`config.mk`:
```
export PLATFORM = sky130hd
export DESIGN_NAME = load_store_unit
export DESIGN_NICKNAME = d
export VERILOG_FILES = /design/src/rtl/load_store_unit.sv
export SDC_FILE = /design/constraint.sdc
export NUM_CORES = 1
export LEC_CHECK = 0
export BUFFER_PORTS_ARGS = -buffer_cell sky130_fd_sc_hd__buf_2
export CAP_MARGIN = 20
export CORE_UTILIZATION = 49
export DETAILED_ROUTE_END_ITERATION = 10
export PLACE_DENSITY = 0.76
export SLEW_MARGIN = 20
export SYNTH_ARGS = -nofsm -noshare
export SYNTH_HDL_FRONTEND = slang
export SYNTH_SLANG_ARGS = --single-unit
```
`constraint.sdc`:
```
create_clock -name clk -period 5.3 [get_ports clk]
set_clock_uncertainty 0.05 [all_clocks]
set_input_delay 0.53 -clock clk [delete_from_list [all_inputs] [get_ports clk]]
set_output_delay 0.53 -clock clk [all_outputs]
set_load 0.1 [all_outputs]
```
`src/rtl/load_store_unit.sv`:
```
// RV32I load/store unit: turns an ALU effective address plus rs2 into one word-wide
// req/ready bus access, with lane steering, load extension, alignment and timeout checks.
//
// state | meaning
// IDLE  | waiting for start with a load or store
// REQ   | bus_req held until bus_ready or timeout
// DONE  | one-cycle completion pulse; status flags valid
module load_store_unit #(
    parameter int unsigned TIMEOUT_CYCLES = 255
) (
    input  logic        clk,
    input  logic        reset,
    input  logic        start,
    input  logic        mem_read,
    input  logic        mem_write,
    input  logic [2:0]  funct3,
    input  logic [31:0] addr,
    input  logic [31:0] store_data,
    output logic        busy,
    output logic        done,
    output logic [31:0] load_data,
    output logic        misaligned,
    output logic        fault,
    output logic        bus_req,
    output logic        bus_we,
    output logic [31:0] bus_addr,
    output logic [31:0] bus_wdata,
    output logic [3:0]  bus_be,
    input  logic        bus_ready,
    input  logic [31:0] bus_rdata
);

    typedef enum logic [1:0] {IDLE, REQ, DONE} state_t;

    // Down-counter reaches zero on the last allowed wait cycle.
    localparam logic [15:0] TIMER_LOAD = 16'(TIMEOUT_CYCLES - 1);

    state_t      state;
    logic [1:0]  byte_off;
    logic [2:0]  funct3_q;
    logic [15:0] timer;

    logic        accept;
    logic        illegal;
    logic        misal;
    logic [3:0]  store_be;
    logic [31:0] store_wdata;
    logic [7:0]  rd_byte;
    logic [15:0] rd_half;
    logic [31:0] load_ext;

    always_comb begin
        accept = (state == IDLE) && start && (mem_read || mem_write);
        busy   = accept || (state == REQ);

        illegal = 1'b0;
        if (mem_read && mem_write) begin
            illegal = 1'b1;
        end else if (mem_read) begin
            illegal = !(funct3 inside {3'b000, 3'b001, 3'b010, 3'b100, 3'b101});
        end else begin
            illegal = !(funct3 inside {3'b000, 3'b001, 3'b010});
        end

        misal = 1'b0;
        if (funct3[1:0] == 2'b01) misal = addr[0];
        else if (funct3[1:0] == 2'b10) misal = (addr[1:0] != 2'b00);

        store_be    = 4'b1111;
        store_wdata = store_data;
        case (funct3[1:0])
            2'b00: begin
                store_be    = 4'b0001 << addr[1:0];
                store_wdata = {4{store_data[7:0]}};
            end
            2'b01: begin
                store_be    = 4'b0011 << {addr[1], 1'b0};
                store_wdata = {2{store_data[15:0]}};
            end
            default: begin
                store_be    = 4'b1111;
                store_wdata = store_data;
            end
        endcase

        case (byte_off)
            2'b00:   rd_byte = bus_rdata[7:0];
            2'b01:   rd_byte = bus_rdata[15:8];
            2'b10:   rd_byte = bus_rdata[23:16];
            default: rd_byte = bus_rdata[31:24];
        endcase
        rd_half = byte_off[1] ? bus_rdata[31:16] : bus_rdata[15:0];

        case (funct3_q)
            3'b000:  load_ext = {{24{rd_byte[7]}}, rd_byte};
            3'b001:  load_ext = {{16{rd_half[15]}}, rd_half};
            3'b100:  load_ext = {24'h0, rd_byte};
            3'b101:  load_ext = {16'h0, rd_half};
            default: load_ext = bus_rdata;
        endcase
    end

    always_ff @(posedge clk or posedge reset) begin
        if (reset) begin
            state      <= IDLE;
            byte_off   <= 2'b00;
            funct3_q   <= 3'b000;
            timer      <= 16'h0;
            done       <= 1'b0;
            misaligned <= 1'b0;
            fault      <= 1'b0;
            load_data  <= 32'h0;
            bus_req    <= 1'b0;
            bus_we     <= 1'b0;
            bus_addr   <= 32'h0;
            bus_wdata  <= 32'h0;
            bus_be     <= 4'h0;
        end else begin
            done       <= 1'b0;
            misaligned <= 1'b0;
            fault      <= 1'b0;
            case (state)
                IDLE: begin
                    if (accept) begin
                        byte_off <= addr[1:0];
                        funct3_q <= funct3;
                        if (illegal) begin
                            state <= DONE;
                            done  <= 1'b1;
                            fault <= 1'b1;
                        end else if (misal) begin
                            state      <= DONE;
                            done       <= 1'b1;
                            misaligned <= 1'b1;
                        end else begin
                            state     <= REQ;
                            timer     <= TIMER_LOAD;
                            bus_req   <= 1'b1;
                            bus_we    <= mem_write;
                            bus_addr  <= {addr[31:2], 2'b00};
                            bus_be    <= mem_write ? store_be : 4'b1111;
                            bus_wdata <= mem_write ? store_wdata : 32'h0;
                        end
                    end
                end
                REQ: begin
                    if (bus_ready || timer == 16'h0) begin
                        if (bus_ready && !bus_we) load_data <= load_ext;
                        fault     <= !bus_ready;
                        state     <= DONE;
                        done      <= 1'b1;
                        timer     <= 16'h0;
                        bus_req   <= 1'b0;
                        bus_we    <= 1'b0;
                        bus_addr  <= 32'h0;
                        bus_wdata <= 32'h0;
                        bus_be    <= 4'h0;
                    end else begin
                        timer <= timer - 16'h1;
                    end
                end
                DONE:    state <= IDLE;
                default: state <= IDLE;
            endcase
        end
    end

endmodule

```
==> flow_summary_export.csv <==
group,metric,value,unit
run_status,status,"finished, final reports clean",
clock_tree,clk-insertion-delay-late,0.42,ns
yosys,postSynth.topFlopCell,"dfrtp_1",
clock_tree,postCtsSetupBuffers,0,
clock_tree,cts_max_level,4,
clock_tree,cts_inserted_buffers,17,
detailed_routing,detailroute.via_count,6983,
timing,hold_viol_final,0,
timing,timing.slew.headroom,27.3,%
clock_tree,post_cts.resized_instances,0,
timing,final_max_slew_viol_count,0,
worst_setup_path,worstPathArrival,3.08,ns
timing,achievable-frequency,348,MHz
detailed_routing,dr.first_iter.drc_count,670,
yosys,ys_seq_area_share,44.1,%
clock_tree,cts_tree,"done",
placed_design,hpwl,14.3,mm
run,maxCapViolCount,0,
detailed_routing,totalWireLength,21.6,mm
yosys,synth_top_cell_by_area,"dfrtp_1",
cells_and_area,post_route_cells_drive_above_1_share,28.8,%
worst_setup_path,critical_path_cell_count,6,
yosys,syn-mean-instance-area,9.13,um^2
yosys,synth_top_cells_by_area,"dfrtp_1, o211ai_1, inv_1",
worst_setup_path,crit_path_end_kind,"register",
worst_setup_path,cp.buffers_inverters,2,
detailed_routing,drcViolationCount,0,
clock_tree,ctsRootBufferMaster,"clkbuf_16",
worst_setup_path,critPathRequiredTime,5.51,ns
yosys,synth_edf_count,0,
worst_setup_path,timing.critical_path.max_delay_family,"compound AO/OA/AOI/OAI gates",
die,area_enclosed_by_the_die_boundary,15100,um^2
yosys,syn_inst,783,
timing,totalNegativeSetupSlack,0,ns
worst_setup_path,crit_path_max_incr_delay,0.60,ns
worst_setup_path,timing.critical_path.slowest_stage_cell,"o21ai_4",
worst_setup_path,startpoint_type,"input port",
timing,timing.final.crit_period,2.87,ns
die,fp.dieW,123,um
die,initial_standard_cell_utilization_of_the_core,50.9,%
global_route,grt_start_max_net_pins,75,
global_route,antenna_violations_before_repair,1,
placed_design,routabilityCongestion,0.890,
worst_hold_path,holdCritPathClass,"in -> async",
yosys,synth_area,7150,um^2
clock_tree,cts.sinks,126,
timing,worst_pin_slew,1.09,ns
global_route,grt_pass1_vias,6644,
cells_and_area,synthToLayoutAreaGrowth,24.6,%
yosys,synth_warnings,0,
die,die_y,123,um
timing,finalCritPeriodShare,54.2,%
timing,hold_ws,0.269,ns
timing,grt_setup_unrepaired,"false",
global_route,grt_pass1_wl,33.9,mm
detailed_routing,dr.pass1.iters,5,
worst_setup_path,crit_path_launch,"funct3[1]",
yosys,netlist.area_leader.share,44.1,%
power,power_leakage,4.13,nW
placed_design,placed_cells,1110,
die,rows,43,
cells_and_area,finish.utilization,63.4,%
placed_design,placement.io_buffers,208,
detailed_routing,avgViaCountPerCell,6.10,
yosys,synth-async-reset-ratio,100,%
cells_and_area,layout.filler_cells,1197,
cells_and_area,final_net_count,1056,
global_route,grt_overflow,0,
yosys,synthDistinctLibCells,58,
worst_setup_path,worstReg2RegEnd,"load_data[15]$_DFFE_PP0P_",
detailed_routing,drt.antenna.violating_nets,0,
clock_tree,cts_max_path_bufs,2,
clock_tree,clk_pin_slew,0.06,ns
worst_setup_path,r2r_setup_slack,2.51,ns
worst_setup_path,rr_worst_depth,5,
clock_tree,ctsHoldBuffers,0,
yosys,synth-seq-cells,126,
die,design.core.area,14000,um^2
power,report.power.total,6.33,mW
worst_setup_path,timing.critical_path.fanout_max,47,
worst_setup_path,worst_r2r_startpoint,"state[0]$_DFFE_PP0P_",
die,num_io_pins,211,
timing,setup_violations,0,
global_route,grt.total_usage,29.2,%
worst_setup_path,critical_path_cell_list,"buf_2, nand2b_1, a2111o_1, o21ai_4, buf_4, o221ai_1",
detailed_routing,routedWlPerCell,18.9,um
worst_setup_path,worst-setup-path-type,"in -> reg",
power,ir_worst_vdd,491,uV
cells_and_area,final_cell_count_no_fill,1144,
power,power_density,711,nW/um^2
final cells by class:
type / count / area (um^2) / area share (%)
inverters: 80 / 303 / 3.40
repair buffers: 221 / 1140 / 12.8
diodes: 1 / 2.50 / 0.0281
clock buffers: 21 / 480 / 5.40
multi-input cells: 504 / 3420 / 38.4
flip-flops and latches: 126 / 3150 / 35.4
well taps: 180 / 225 / 2.53
clock inverters: 11 / 185 / 2.08
how the worst max path moves through the flow:
stage,end,slack (ns)
2_1_floorplan,bus_addr[10]$_DFFE_PP0P_,1.36
3_3_place_gp,bus_wdata[17]$_DFFE_PP0P_,2.08
3_5_place_dp,bus_wdata[10]$_DFFE_PP0P_,2.03
4_1_cts,bus_wdata[8]$_DFFE_PP0P_,2.48
5_1_grt,bus_wdata[10]$_DFFE_PP0P_,2.30
6_report,bus_wdata[10]$_DFFE_PP0P_,2.43
cells in the mapped netlist (all sizes together) (3+ instances only):
| master | instances |
|---|---|
| nand2b | 4 |
| o21ai | 51 |
| dfrtp | 126 |
| a211o | 9 |
| nand3 | 52 |
| and3 | 3 |
| a21oi | 20 |
| and3b | 8 |
| mux2 | 12 |
| buf | 26 |
| a221oi | 5 |
| o221ai | 19 |
| nor3 | 10 |
| clkbuf | 48 |
| nor2b | 4 |
| or3 | 10 |
| o21a | 3 |
| nand2 | 47 |
| nor2 | 15 |
| mux2i | 28 |
| nand4 | 39 |
| inv | 79 |
| o211ai | 126 |
power breakdown:
part           switching (mW)  internal [mW]
clock                   0.427          0.881
combinational            2.86          0.544
sequential              0.308           1.30
sequential cells by signal, summed over array words and instances (netlist names):
name        cells
bus_addr       30
bus_be          4
bus_req         1
bus_wdata      32
bus_we          1
byte_off        2
done            1
fault           1
funct3_q        3
load_data      32
misaligned      1
state           2
timer          16
worst reg2reg max path, cell delays in order (launching register included):
cell and delay, ns:
dfrtp_1 0.51, nor2b_1 0.74, nand3_1 0.19, buf_4 0.28, or4_1 0.74, o21ai_0 0.20
through the flow:
stage | worst slack, ns | instance area, um^2
2_1_floorplan | 1.36 | 7150
3_3_place_gp | 2.08 | 8230
3_5_place_dp | 2.03 | 8230
4_1_cts | 2.48 | 8890
5_1_grt | 2.30 | 8900
6_report | 2.43 | 8900
cells in the final DEF (no fill, tap or decap), types with 2 or more instances in the layout:
cell type   instances
inv_1              78
clkinvlp_4          2
a221oi_1            5
a211o_1             9
nand3b_1            2
a21oi_1            19
nand2b_1            4
buf_2             208
o21a_1              3
o21ai_0            49
o211a_1             2
nand2_1            47
bufinv_16           5
nand3_1            52
nor2_1             15
o21ai_4             2
nor3_1              8
and3b_1             8
a31oi_1             2
mux2i_1            28
buf_4              13
o2bb2ai_1           2
o211ai_1          126
conb_1              2
nor4_1              2
nor3b_2             2
clkbuf_16          17
a21o_1              2
or3_1               9
a22o_1              2
a2111oi_0           2
clkinv_2            4
o221ai_1           19
clkbuf_8            4
mux2_2             12
or4_1               2
nand4_1            39
nor2b_1             4
and3_1              3
dfrtp_1           126
per-layer routing:
layer	vias to the layer above	global-route usage (%)	wire length (um)
met5	-	0	0
met4	0	13.1	604
met3	46	6.32	1730
met2	360	46.8	10200
met1	3325	37.8	9110
li1	3252	-	-
cells by family (layout without fill, tap and decap cells):
kind of cell               after synthesis  after routing  synth area share [%]
buffers and inverters                  154            333                  8.63
and+or+nand+nor                        204            204                  15.2
other                                    1              3                0.0525
muxes                                   41             41                  6.13
adders and majority gates                1              1                 0.175
AOI/OAI and AO/OA                      254            254                  25.4
DFF                                    126            126                  44.1
xor gates and xnor gates                 2              2                 0.245
Note: power is estimated with default switching activity, not from simulation.
